===== src/rtl/sound_arbiter.sv =====
// sound_arbiter: arbitrates four sound requesters onto one tone generator.
// Each granted tone plays for DUR_CYCLES clocks, followed by a silent gap of
// GAP_CYCLES clocks. Requests are latched as sticky pending bits so none are
// lost while a tone or gap is in progress.
// Optional macro SOUND_ARBITER_RR_EN: round-robin arbitration instead of the
// default fixed priority (lowest index wins).
module sound_arbiter #(
    parameter int unsigned DUR_CYCLES = 1200000,
    parameter int unsigned GAP_CYCLES = 120000
) (
    input  logic       clk,
    input  logic       clr,
    input  logic [3:0] req,
    output logic [1:0] code_sound,
    output logic       mute,
    output logic [3:0] grant,
    output logic       busy
);

    typedef enum logic [1:0] {
        IDLE = 2'd0,
        PLAY = 2'd1,
        GAP  = 2'd2
    } state_t;

    localparam logic [23:0] DUR_LOAD = 24'(DUR_CYCLES);
    localparam logic [23:0] GAP_LOAD = 24'(GAP_CYCLES);

    state_t      state_q;
    logic [3:0]  pend_q;
    logic [3:0]  pend_d;
    logic [23:0] cnt_q;
    logic [1:0]  code_q;
    logic        mute_q;
    logic [3:0]  grant_q;
    logic        busy_q;

    logic [3:0]  cand;
    logic [1:0]  win_idx;
    logic [3:0]  win_mask;
    logic        start_play;

`ifdef SOUND_ARBITER_RR_EN
    // ptr_q holds the index where the next search begins (last winner + 1).
    logic [1:0]  ptr_q;
    logic [1:0]  scan_idx;
`endif

    // Requests sampled this edge count immediately, giving one-edge latency.
    assign cand = pend_q | req;

    // Winner selection: the search loop runs from the far end so the
    // candidate closest to the search start overwrites the others.
    always_comb begin
        win_idx = 2'd0;
`ifdef SOUND_ARBITER_RR_EN
        scan_idx = 2'd0;
        for (int k = 3; k >= 0; k--) begin
            scan_idx = ptr_q + 2'(k);
            if (cand[scan_idx]) win_idx = scan_idx;
        end
`else
        for (int k = 3; k >= 0; k--) begin
            if (cand[k]) win_idx = 2'(k);
        end
`endif
        win_mask = (cand != 4'b0000) ? (4'b0001 << win_idx) : 4'b0000;
    end

    // A new tone starts from IDLE, or straight from the last GAP cycle.
    always_comb begin
        start_play = 1'b0;
        if (cand != 4'b0000) begin
            if (state_q == IDLE) start_play = 1'b1;
            if (state_q == GAP && cnt_q == 24'd1) start_play = 1'b1;
        end
    end

    // Pending bits: requests sampled on a later edge always set their bit,
    // so a requester that asks again during its own tone is replayed. The
    // request that is consumed by the grant on this very edge is not kept.
    always_comb begin
        pend_d = pend_q | req;
        if (start_play) pend_d = (pend_q | req) & ~win_mask;
    end

    // Main FSM with registered outputs; clr aborts everything at once.
    always_ff @(posedge clk) begin
        if (clr) begin
            state_q <= IDLE;
            pend_q  <= 4'b0000;
            cnt_q   <= 24'd0;
            code_q  <= 2'd0;
            mute_q  <= 1'b1;
            grant_q <= 4'b0000;
            busy_q  <= 1'b0;
`ifdef SOUND_ARBITER_RR_EN
            ptr_q   <= 2'd0;
`endif
        end else begin
            pend_q  <= pend_d;
            grant_q <= 4'b0000;
            if (start_play) begin
                state_q <= PLAY;
                code_q  <= win_idx;
                mute_q  <= 1'b0;
                busy_q  <= 1'b1;
                grant_q <= win_mask;
                cnt_q   <= DUR_LOAD;
`ifdef SOUND_ARBITER_RR_EN
                ptr_q   <= win_idx + 2'd1;
`endif
            end else begin
                case (state_q)
                    PLAY: begin
                        if (cnt_q == 24'd1) begin
                            state_q <= GAP;
                            mute_q  <= 1'b1;
                            cnt_q   <= GAP_LOAD;
                        end else begin
                            cnt_q <= cnt_q - 24'd1;
                        end
                    end
                    GAP: begin
                        if (cnt_q == 24'd1) begin
                            state_q <= IDLE;
                            busy_q  <= 1'b0;
                            cnt_q   <= 24'd0;
                        end else begin
                            cnt_q <= cnt_q - 24'd1;
                        end
                    end
                    default: begin
                        state_q <= IDLE;
                        mute_q  <= 1'b1;
                        busy_q  <= 1'b0;
                    end
                endcase
            end
        end
    end

    assign code_sound = code_q;
    assign mute       = mute_q;
    assign grant      = grant_q;
    assign busy       = busy_q;

endmodule

===== config.mk =====
export PLATFORM = sky130hd
export DESIGN_NAME = sound_arbiter
export DESIGN_NICKNAME = d
export VERILOG_FILES = /design/src/rtl/sound_arbiter.sv
export SDC_FILE = /design/constraint.sdc
export NUM_CORES = 1
export LEC_CHECK = 0
export BUFFER_PORTS_ARGS = -buffer_cell sky130_fd_sc_hd__buf_2
export CAP_MARGIN = 5
export CORE_AREA = 5 5 64 66
export DETAILED_ROUTE_END_ITERATION = 6
export DIE_AREA = 0 0 69 71
export GPL_TIMING_DRIVEN = 0
export PLACE_DENSITY = 0.86
export REMOVE_ABC_BUFFERS = 1
export SLEW_MARGIN = 25
export SYNTH_ARGS = -nofsm -noshare
export SYNTH_HDL_FRONTEND = slang
export SYNTH_SLANG_ARGS = --single-unit

===== constraint.sdc =====
create_clock -name clk -period 7.3 [get_ports clk]
set_input_delay 1.095 -clock clk [delete_from_list [all_inputs] [get_ports clk]]
set_output_delay 1.095 -clock clk [all_outputs]
set_load 0.01 [all_outputs]

==> results of run 1 <==
-- sequential cells by signal, indices dropped and copies added, names as in the netlist --
name,count
busy,1
cnt_q,24
code_sound,2
grant,4
mute,1
pend_q,4
state_q,2
-- final cells by class --
type / count / area [um^2]
clock buffers: 7 / 55.1
clock inverters: 1 / 5.00
fillers: 341 / 1390
inverters: 5 / 18.8
multi-input cells: 186 / 1160
flip-flops and latches: 38 / 761
well taps: 48 / 60.1
repair buffers: 13 / 65.1
-- where the power goes --
group	internal [W]	switching, W
clock	0.0000467	0.0000690
combinational	0.0000331	0.0000579
sequential	0.000219	0.0000124
-- cell families (layout without fill, tap and decap cells) --
kind of cell | after synthesis | after routing | share of synthesized area
adder cells (fa/ha/maj) | 5 | 5 | 0.0314
XOR/XNOR | 11 | 11 | 0.0483
flip-flops | 38 | 38 | 0.381
AO/OA/AOI/OAI | 54 | 54 | 0.186
buffers and inverters | 14 | 26 | 0.0345
AND/OR/NAND/NOR | 116 | 116 | 0.318
-- through the flow --
stage                     hold slack (ps)  total power (W)
after floorplan                       470         0.000300
after global placement                436         0.000322
after detailed placement              461         0.000324
after CTS                             477         0.000436
after global routing                  491         0.000460
final                                 469         0.000438
-- worst max path at each step --
stage | end | start | slack (ps)
global route | cnt_q[12]$_SDFFE_PP0P_ | req[1] | 4080
CTS | state_q[1]$_SDFFE_PP0P_ | req[1] | 4330
global placement | cnt_q[12]$_SDFFE_PP0P_ | req[1] | 3940
finish | state_q[1]$_SDFFE_PP0P_ | req[1] | 4340
floorplan | cnt_q[1]$_SDFFE_PP0P_ | req[1] | 4550
detailed placement | state_q[1]$_SDFFE_PP0P_ | req[1] | 3980
-- layout by cell type (no fill, tap or decap), drive strengths merged, types with 2 or more instances in the layout --
master  count
dfxtp      38
nor2       35
nor3       17
nand2      14
buf        13
nor4       13
o21ai      11
nand4       8
a21oi       8
a211oi      8
xnor2       7
clkbuf      7
nand2b      6
a31oi       6
inv         5
nand3       5
ha          5
or4         4
xor2        4
a21boi      3
a311oi      3
a221oi      3
and3        2
a31o        2
and4        2
a22oi       2
and2        2
a21o        2
or2         2
-- routing by layer --
layer,wire length (um),share of wire,vias to the layer above,GRT usage
li1,-,-,920,-
met1,1950,0.42,892,0.230
met2,2200,0.47,86,0.333
met3,367,0.079,20,0.0455
met4,127,0.027,0,0.0868
met5,0,0,-,0
-- critical path: cells and delay by family --
kind,cells,cell delay (ps)
AOI/OAI and AO/OA,3,1160
buffers and inverters,1,100
and+or+nand+nor,2,870
==> metrics.md, run 1 <==
| Metric | Value |
|---|---|
| Outcome | complete, no violations |
| Fraction of layout cells with a size suffix above 1 | 0.124 |
| Crit path required time | 7570 ps |
| Non-filler cells, final | around 300 |
| Post-synth ARST share | 0 |
| Starting Density | 0.566 |
| Yosys warning count | 0 |
| Post-synth EDFFs | 0 |
| Dominant cell type by area after synthesis | dfxtp_1 |
| Final ANT Viol Nets | 0 |
| Worst min-delay path class | flip-flop to flip-flop |
| Post-Syn Area | 1990 um^2 |
| Hold EP | code_sound[0]$_SDFFE_PP0P_ |
| Crit path kind | input port to flip-flop |
| R2R cell count | 6 |
| Total track usage | 0.194 |
| Die Height | 71 um |
| Area grow syn2layout | 6.78% |
| PortBufs | 13 |
| TritonRoute pass-1 iters | 5 |
| Core box area | between 3000 and 4000 um^2 |
| DP HPWL | 3180 um |
| Leak Pwr | 0.762 nW |
| Clock Tree Root | clkbuf_4 |
| Nets | between 200 and 300 |
| Post-CTS resize count | 0 |
| Longest Clk Path Bufs | 2 |
| Final Hold Vio Count | 0 |
| Post-synthesis sequential area ratio | 0.381 |
| Slowest Stage Delay on Critical Path | 550 ps |
| Setup TNS | 0 ps |
| WHS Path Cells | 2 |
| Clock slew at reported path FFs | about 110 ps |
| Total of max-cap violations | 0 |
| Final WS setup | 4340 ps |
| Crit-path slowest cell | a31oi_1 |
| Total number of vias | around 1900 |
| P per Cell Area | 206 nW/um^2 |
| IO Pins | 14 |
| H-tree levels | 2 |
| CP cell instances | buf_2 -> nor4_1 -> a21boi_0 -> a31oi_1 -> nand2b_1 -> a211oi_1 |
| Max Slew Vio Count | 0 |
| Placement Rows | 22 |
| DP Area | roughly 2100 um^2 |
| Setup crit end kind | flip-flop |
| Layout Utilization | 0.604 |
| Ys flop type | dfxtp_1 |
| Avg WL per Cell | 15.6 um |
| Max Fclk | between 0.3 and 0.4 GHz |
| Worst Path Max Fanout | 7 |
| Cts bufs inserted | 5 |
| Yosys reg bits | 38 |
| RSZ-0062 raised after global routing | no |
| CTS tree | done |
| Yosys top cell area share | 0.381 |
| HP Start | code_sound[0]$_SDFFE_PP0P_ |
| GRT overflow | 0 |
| Final WL | 4640 um |
| Skew-Pair Late Insertion Delay | 350 ps |
| Initial detailed-routing violation count | 182 |
| Post-Place Worst Slack | 3980 ps |
| Ranking of synthesized cells by area | dfxtp_1 (38%), nor2_1 (6.6%), nor3_1 (4.0%), nor4_1 (3.5%), ha_1 (3.1%) |
| FF-to-FF setup slack | 4660 ps |
| Slew headroom | 0.420 |
| Drt drc | 0 |
| Syn avg cell area | between 8 and 9 um^2 |
| Netlist cell types | between 40 and 50 |
| Setup bufs post-CTS | 0 |
| Vias in the first global route | 1716 |
| Worst R2R End | cnt_q[1]$_SDFFE_PP0P_ |
| Peak VDD IR | 0.000112 V |
| First-pass GRT wire length | 7850 um |
| Largest net degree at the start of global routing | 22 |
| Diodes inserted | 0 |
| Crit path time final | 2960 ps |
| Mapped Cells | 238 |
| Placed cell count | 290 |
| Nature of the critical path startpoint | input port |
| Initial antenna violation count | 0 |
| CTS Sinks | 38 |
| Most frequent cell after synthesis | dfxtp_1 |
| Synth cell count leaders | dfxtp_1 (38), nor2_1 (35), nor3_1 (16) |
| Die ar. | 4900 um^2 |
| Final instance area | 2130 um^2 |
| CP arrival | 3240 ps |
| # hold bufs at CTS | 0 |
| Placer congestion estimate | ~0.95 |
| Clk_skew | 11.2 ps |
| Reg-to-Reg Start | cnt_q[0]$_SDFFE_PP0P_ |
| Final setup fails | 0 |
| Fin crit share | 0.406 |
| Die width | 69 um |
| Vias per cell | 6.44 |
| Worst-Margin Slew | 862 ps |
No activity file was read; power rests on OpenSTA's default activity.
==> run 2: changes to the inputs <==
--- a/config.mk
+++ b/config.mk
@@ -7,11 +7,11 @@
 export LEC_CHECK = 0
 export BUFFER_PORTS_ARGS = -buffer_cell sky130_fd_sc_hd__buf_2
 export CAP_MARGIN = 5
-export CORE_AREA = 5 5 64 66
+export CORE_AREA = 5 5 65 67
 export DETAILED_ROUTE_END_ITERATION = 6
-export DIE_AREA = 0 0 69 71
+export DIE_AREA = 0 0 70 72
 export GPL_TIMING_DRIVEN = 0
-export PLACE_DENSITY = 0.86
+export PLACE_DENSITY = 0.84
 export REMOVE_ABC_BUFFERS = 1
 export SLEW_MARGIN = 25
 export SYNTH_ARGS = -nofsm -noshare
==> constraint.sdc (replaced) <==
create_clock -name clk -period 2.8 [get_ports clk]
set_input_delay 0.42 -clock clk [delete_from_list [all_inputs] [get_ports clk]]
set_output_delay 0.42 -clock clk [all_outputs]
set_load 0.01 [all_outputs]
==> run 2 against run 1 <==
  * Non-clock buffer count unchanged
  * Combinational power increased to 2.6 times the previous value
  * Register-to-register slack got worse by 4500 ps
  * Power increased to 3.0 times the previous value
==> metrics.md, run 2 (same netlist as run 1, synthesis figures left out) <==
| Metric | Value |
|---|---|
| Area grow syn2layout | 9.47% |
| Flop pwr share | 0.456 (-0.072) |
| R2R cell count | 6 (unchanged) |
| Max Slew Vio Count | 0 (unchanged) |
| Commonest non-fill, non-tap cell in the layout | dfxtp_1 |
| Skew-Pair Late Insertion Delay | 350 ps (about the same) |
| Fin crit share | 0.936 |
| Crit path buffers/inverters | 0 (-1) |
| Vias per cell | 6.29 (-2.2%) |
| P per Cell Area | 605 nW/um^2 (+190%) |
| Peak VDD IR | 0.000418 V (+270%) |
| Longest Clk Path Bufs | 2 (unchanged) |
| Switching Share | 0.274 (-0.0445) |
| Most frequent cells in the layout | dfxtp_1 (38), nor2_1 (35), nor3_1 (16), nand2_1 (13), buf_2 (13) |
| Final instance area | 2180 um^2 (+2.5%) |
| Initial antenna violation count | 0 (unchanged) |
| TritonRoute pass-1 iters | 6 (+1) |
| FILL cells | 337 (-1.2%) |
| PortBufs | 13 (unchanged) |
| First-pass GRT wire length | 8180 um (+4.2%) |
| Placed cell count | 290 (unchanged) |
| Clock Tree Root | clkbuf_4 |
| Starting Density | 0.557 (-0.00871) |
| Max Fclk | 0.382 GHz |
| CP cell instances | ha_1 -> or4b_2 -> nor3_4 -> a31o_2 -> a211o_2 -> a211oi_1 |
| Setup TNS | 0 ps (unchanged) |
| Setup crit end kind | flip-flop |
| Final WS setup | 180 ps (-4160 ps) |
| Setup bufs post-CTS | 0 (unchanged) |
| Total number of vias | 1875 (-2.2%) |
| Non-filler cells, final | 298 (unchanged) |
| Cts bufs inserted | 5 (unchanged) |
| H-tree levels | 2 (unchanged) |
| CTS Sinks | 38 (unchanged) |
| Fraction of layout cells with a size suffix above 1 | 0.132 (+0.00800) |
| Crit. Startpoint | cnt_q[0]$_SDFFE_PP0P_ |
| Final ANT Viol Nets | 0 (unchanged) |
| Total track usage | 0.199 (+0.00526) |
| Crit-path slowest cell | or4b_2 |
| Clk pwr share | 0.366 (+0.102) |
| Setup crit end | cnt_q[1]$_SDFFE_PP0P_ |
| Clk_skew | 13.1 ps (+1.86 ps) |
| Placement Rows | 22 (unchanged) |
| Levels on crit path | 6 (unchanged) |
| Reg-to-Reg Start | cnt_q[0]$_SDFFE_PP0P_ |
| Largest net degree at the start of global routing | 22 (unchanged) |
| Post-Place Worst Slack | 99.8 ps (-3880 ps) |
| Pint | 0.000960 W (+220%) |
| Biggest register | cnt_q |
| FF-to-FF setup slack | 180 ps (-4480 ps) |
| Final setup fails | 0 (unchanged) |
| Die width | 70 um (+1.4%) |
| CTS tree | done |
| IO Pins | 14 (unchanged) |
| Outcome | complete, no violations |
| Nature of the critical path startpoint | flip-flop |
| Die ar. | 5040 um^2 (+2.9%) |
| Final WL | 4670 um (+0.58%) |
| Crit path required time | 3010 ps (-4560 ps) |
| Diodes inserted | 0 (unchanged) |
| Worst min-delay path class | input port to flip-flop |
| Placer congestion estimate | 0.934 (-1.8%) |
| Leak Pwr | 0.785 nW (+3.1%) |
| Slew headroom | 0.515 (+0.0949) |
| GRT overflow | 0 (unchanged) |
| Clock slew at reported path FFs | 120 ps (about the same) |
| Crit path kind | flip-flop to flip-flop |
| Final Hold Vio Count | 0 (unchanged) |
| CP arrival | 2830 ps (-410 ps) |
| Worst Path Max Fanout | 12 (+5) |
| Vias in the first global route | 1800 (+4.9%) |
| DP HPWL | 3320 um (+4.3%) |
| Worst R2R End | cnt_q[1]$_SDFFE_PP0P_ |
| Crit path time final | 2620 ps |
| Initial detailed-routing violation count | 176 (-3.3%) |
| Drt drc | 0 (unchanged) |
| RSZ-0062 raised after global routing | no |
| DP Area | 2070 um^2 (unchanged) |
| Avg WL per Cell | 15.7 um (+0.58%) |
| Slowest Stage Delay on Critical Path | 660 ps (+110 ps) |
| Worst-Margin Slew | 721 ps (-141 ps) |
| CP delay by family, top | simple AND/OR/NAND/NOR gates |
| Die Height | 72 um (+1.4%) |
| Nets | 260 (unchanged) |
| Core box area | 3580 um^2 (+1.6%) |
| Sw Pwr | 0.000361 W (+160%) |
| Combinational share of power | 0.178 (-0.030) |
| Total of max-cap violations | 0 (unchanged) |
| Max reg flops | 24 (unchanged) |
==> run 2: cell types whose count changed in the layout (fill, tap and decap cells not counted), sizes merged <==
cell,previous run,this run
bufinv,0,2
clkbuf,7,6
clkinv,1,0
==> run 2: layer usage <==
layer / vias to the layer above / global-route usage / share of wire / wire length (um)
met4: 0 / 0.0766 / 0.024 / 110
met1: 867 / 0.244 / 0.42 / 1940
met5: - / 0 / 0 / 0
met2: 78 / 0.341 / 0.49 / 2270
li1: 914 / - / - / -
met3: 16 / 0.0457 / 0.075 / 350
==> run 2: timing repair <==
item | 4_1_cts | 5_1_grt
resized for setup | 0 | 1
setup endpoints to repair | 0 | 5
hold buffers | 0 | 0
==> run 2: tightest hold or removal path: stages <==
cell,delay [ps]
buf_2,90
nor2_1,90
nor2_1,100
==> run 2: final cells by class <==
class | instances | area [um^2] | share of cell area
Multi-Input combinational cell | 186 | 1170 | 0.535
Sequential cell | 38 | 761 | 0.348
Timing Repair Buffer | 13 | 65.1 | 0.0298
Clock inverter | 2 | 60.1 | 0.0275
Tap cell | 48 | 60.1 | 0.0275
Clock buffer | 6 | 51.3 | 0.0235
Inverter | 5 | 18.8 | 0.00860
==> run 2: worst min-delay path by stage <==
stage,startpoint,end,cells past startpoint
after global placement,code_sound[0]$_SDFFE_PP0P_,code_sound[0]$_SDFFE_PP0P_,2
after global routing,req[0],pend_q[0]$_SDFF_PP0_,3
final,req[0],pend_q[0]$_SDFF_PP0_,3
after CTS,req[0],pend_q[0]$_SDFF_PP0_,3
after detailed placement,code_sound[0]$_SDFFE_PP0P_,code_sound[0]$_SDFFE_PP0P_,2
after floorplan,code_sound[0]$_SDFFE_PP0P_,code_sound[0]$_SDFFE_PP0P_,2
==> run 2: power groups by stage <==
stage          clock network, W  registers [W]  logic (W)
3_5_place_dp                  0       0.000614   0.000231
5_1_grt                0.000511       0.000608   0.000265
3_3_place_gp                  0       0.000613   0.000228
6_report               0.000483       0.000603   0.000236
2_1_floorplan                 0       0.000611   0.000170
4_1_cts                0.000484       0.000602   0.000233
==> run 2: metrics by stage <==
stage	total power (W)	util	hold slack [ps]
6_report	0.00132	0.610	376
3_3_place_gp	0.000841	0.578	436
4_1_cts	0.00132	0.609	379
3_5_place_dp	0.000845	0.578	452
2_1_floorplan	0.000781	-	470
5_1_grt	0.00138	0.610	397
==> run 3: changes to the inputs <==
--- a/config.mk
+++ b/config.mk
@@ -7,11 +7,12 @@
 export LEC_CHECK = 0
 export BUFFER_PORTS_ARGS = -buffer_cell sky130_fd_sc_hd__buf_2
 export CAP_MARGIN = 5
-export CORE_AREA = 5 5 65 67
+export CORE_AREA = 5 5 64 66
+export CTS_BUF_LIST = sky130_fd_sc_hd__clkbuf_8
 export DETAILED_ROUTE_END_ITERATION = 6
-export DIE_AREA = 0 0 70 72
+export DIE_AREA = 0 0 69 71
 export GPL_TIMING_DRIVEN = 0
-export PLACE_DENSITY = 0.84
+export PLACE_DENSITY = 0.86
 export REMOVE_ABC_BUFFERS = 1
 export SLEW_MARGIN = 25
 export SYNTH_ARGS = -nofsm -noshare
==> run 3 against run 2 <==
  * Design area unchanged
  * Final cell count is 1.0% higher
  * Via count increased by 3.4%
  * Count of clock-buffer cells in the layout unchanged
  * Combinational power hardly changed
  * Wire length is 0.54% lower
  * First-iteration DRC count up 15%
==> metrics.md, run 3 (same netlist as run 1, synthesis figures left out) <==
| Metric | Value |
|---|---|
| CTS tree | done |
| Fraction of layout cells with a size suffix above 1 | 0.134 (+0.00239) |
| # hold bufs at CTS | 0 (unchanged) |
| Final instance area | 2180 um^2 (unchanged) |
| Diodes inserted | 0 (unchanged) |
| CTS Sinks | 38 (unchanged) |
| Largest net degree at the start of global routing | 22 (unchanged) |
| Worst-Margin Slew | 873 ps (+153 ps) |
| H-tree levels | 2 (unchanged) |
| Initial detailed-routing violation count | 202 (+15%) |
| Starting Density | 0.566 (+0.00871) |
| Outcome | complete, no violations |
| Fin crit share | 0.926 (-0.00963) |
| Drt drc | 0 (unchanged) |
| Crit path kind | flip-flop to flip-flop |
| Clk_skew | 6.54 ps (-6.53 ps) |
| Clock Tree Root | clkbuf_8 |
| TritonRoute pass-1 iters | 6 (unchanged) |
| Placement Rows | 22 (unchanged) |
| Nature of the critical path startpoint | flip-flop |
| DP Area | 2070 um^2 (unchanged) |
| Vias per cell | 6.44 (+2.4%) |
| Crit path time final | 2590 ps (-27.0 ps) |
| P per Cell Area | 560 nW/um^2 (-7.5%) |
| CP arrival | 2740 ps (-90 ps) |
| Setup TNS | 0 ps (unchanged) |
| Crit path required time | 2950 ps (-60 ps) |
| Core box area | 3520 um^2 (-1.5%) |
| Peak VDD IR | 0.000314 V (-25%) |
| FILL cells | 329 (-2.4%) |
| Layout Utilization | 0.620 (+0.00953) |
| Final setup fails | 0 (unchanged) |
| Worst min-delay path class | input port to flip-flop |
| Clock slew at reported path FFs | 70 ps (-50 ps) |
| Setup crit end kind | flip-flop |
| Die width | 69 um (-1.4%) |
| Placer congestion estimate | 0.951 (+1.8%) |
| Post-Place Worst Slack | 154 ps (+53.9 ps) |
| Nets | 263 (+1.2%) |
| Final WS setup | 207 ps (+27.0 ps) |
| DP HPWL | 3180 um (-4.2%) |
| Max Slew Vio Count | 0 (unchanged) |
| Area grow syn2layout | 9.47% (unchanged) |
| Biggest register | cnt_q |
| Final ANT Viol Nets | 0 (unchanged) |
| Skew-Pair Late Insertion Delay | 290 ps (-60 ps) |
| Area of the multi-input gates | 1160 um^2 (-0.21%) |
| Reg area | 761 um^2 (unchanged) |
| First-pass GRT wire length | 7830 um (-4.2%) |
| Commonest non-fill, non-tap cell in the layout | dfxtp_1 |
| RSZ-0062 raised after global routing | no |
| Initial antenna violation count | 0 (unchanged) |
| Final Hold Vio Count | 0 (unchanged) |
| Final WL | 4650 um (-0.54%) |
| GRT overflow | 0 (unchanged) |
| Total track usage | 0.196 (-0.00288) |
| PortBufs | 13 (unchanged) |
| Most frequent cells in the layout | dfxtp_1 (38), nor2_1 (35), nor3_1 (16), nand2_1 (13), buf_2 (13) |
| Worst Path Max Fanout | 12 (unchanged) |
| Slew headroom | 0.413 (-0.103) |
| Total number of vias | 1939 (+3.4%) |
| Total of max-cap violations | 0 (unchanged) |
| Max reg flops | 24 (unchanged) |
| Die Height | 71 um (-1.4%) |
| Vias in the first global route | 1723 (-4.3%) |
| Avg WL per Cell | 15.4 um (-1.5%) |
| Longest Clk Path Bufs | 2 (unchanged) |
| Die ar. | 4900 um^2 (-2.8%) |
| Leak Pwr | 0.795 nW (+1.3%) |
| Cts bufs inserted | 5 (unchanged) |
| Max Fclk | 0.386 GHz (+1.0%) |
| IO Pins | 14 (unchanged) |
| Final hold slack | 439 ps (+62.8 ps) |
[run 3: cell types whose count changed in the layout (fill, tap and decap cells not counted)]
| cell | delta |
|---|---|
| clkbuf_8 | +5 |
| nand2b_1 | +1 |
| bufinv_16 | -2 |
| nand2b_2 | -1 |
| clkbuf_4 | -5 |
| inv_1 | +1 |
| buf_4 | +3 |
| clkinv_2 | +1 |
[run 3: final cells by class]
class                   instances  area share
clock inverters                 2     0.00401
flip-flops and latches         38       0.348
repair buffers                 16      0.0401
inverters                       5     0.00860
multi-input cells             186       0.534
well taps                      48      0.0275
clock buffers                   6      0.0378
[run 3: worst max-delay path, stage by stage (launching register included)]
cell and delay, ps:
dfxtp_1 480, ha_1 190, or4b_2 660, nor3_4 370
a31o_2 380, a211o_2 290, a211oi_1 80
[run 3: per-stage QoR]
| step | power, W | instances |
|---|---|---|
| 2_1_floorplan | 0.000781 | 229 |
| 3_3_place_gp | 0.000839 | 290 |
| 3_5_place_dp | 0.000845 | 290 |
| 4_1_cts | 0.00122 | 298 |
| 5_1_grt | 0.00129 | 301 |
| 6_report | 0.00122 | 301 |
[run 3: repair_timing]
action | in CTS | in global routing
gates resized for setup | 0 | 0
setup endpoints to repair | 0 | 1
setup buffers | 0 | 3
[run 3: final timing paths]
kind | cells past startpoint | to | startpoint | slack, ps
min | 3 | pend_q[0]$_SDFF_PP0_ | req[0] | 440
max reg2reg | 6 | cnt_q[1]$_SDFFE_PP0P_ | cnt_q[0]$_SDFFE_PP0P_ | 210
max | 6 | cnt_q[1]$_SDFFE_PP0P_ | cnt_q[0]$_SDFFE_PP0P_ | 210
min reg2reg | 2 | code_sound[0]$_SDFFE_PP0P_ | code_sound[0]$_SDFFE_PP0P_ | 460
[run 3: power breakdown]
part / internal (W) / switching (W) / leakage (nW) / total [W]
clock: 0.000195 / 0.000186 / 0.0524 / 0.000381
combinational: 0.0000880 / 0.000151 / 0.431 / 0.000239
sequential: 0.000571 / 0.0000322 / 0.312 / 0.000603
total: 0.000854 / 0.000369 / 0.795 / 0.00122
[run 3: per-layer routing]
metal,up-vias,part of all wire,global-route usage,wire [um]
met5,-,0,0,0
met4,0,0.034,0.0824,156
met3,28,0.080,0.0625,370
met2,93,0.47,0.333,2200
met1,894,0.41,0.228,1920
li1,924,-,-,-
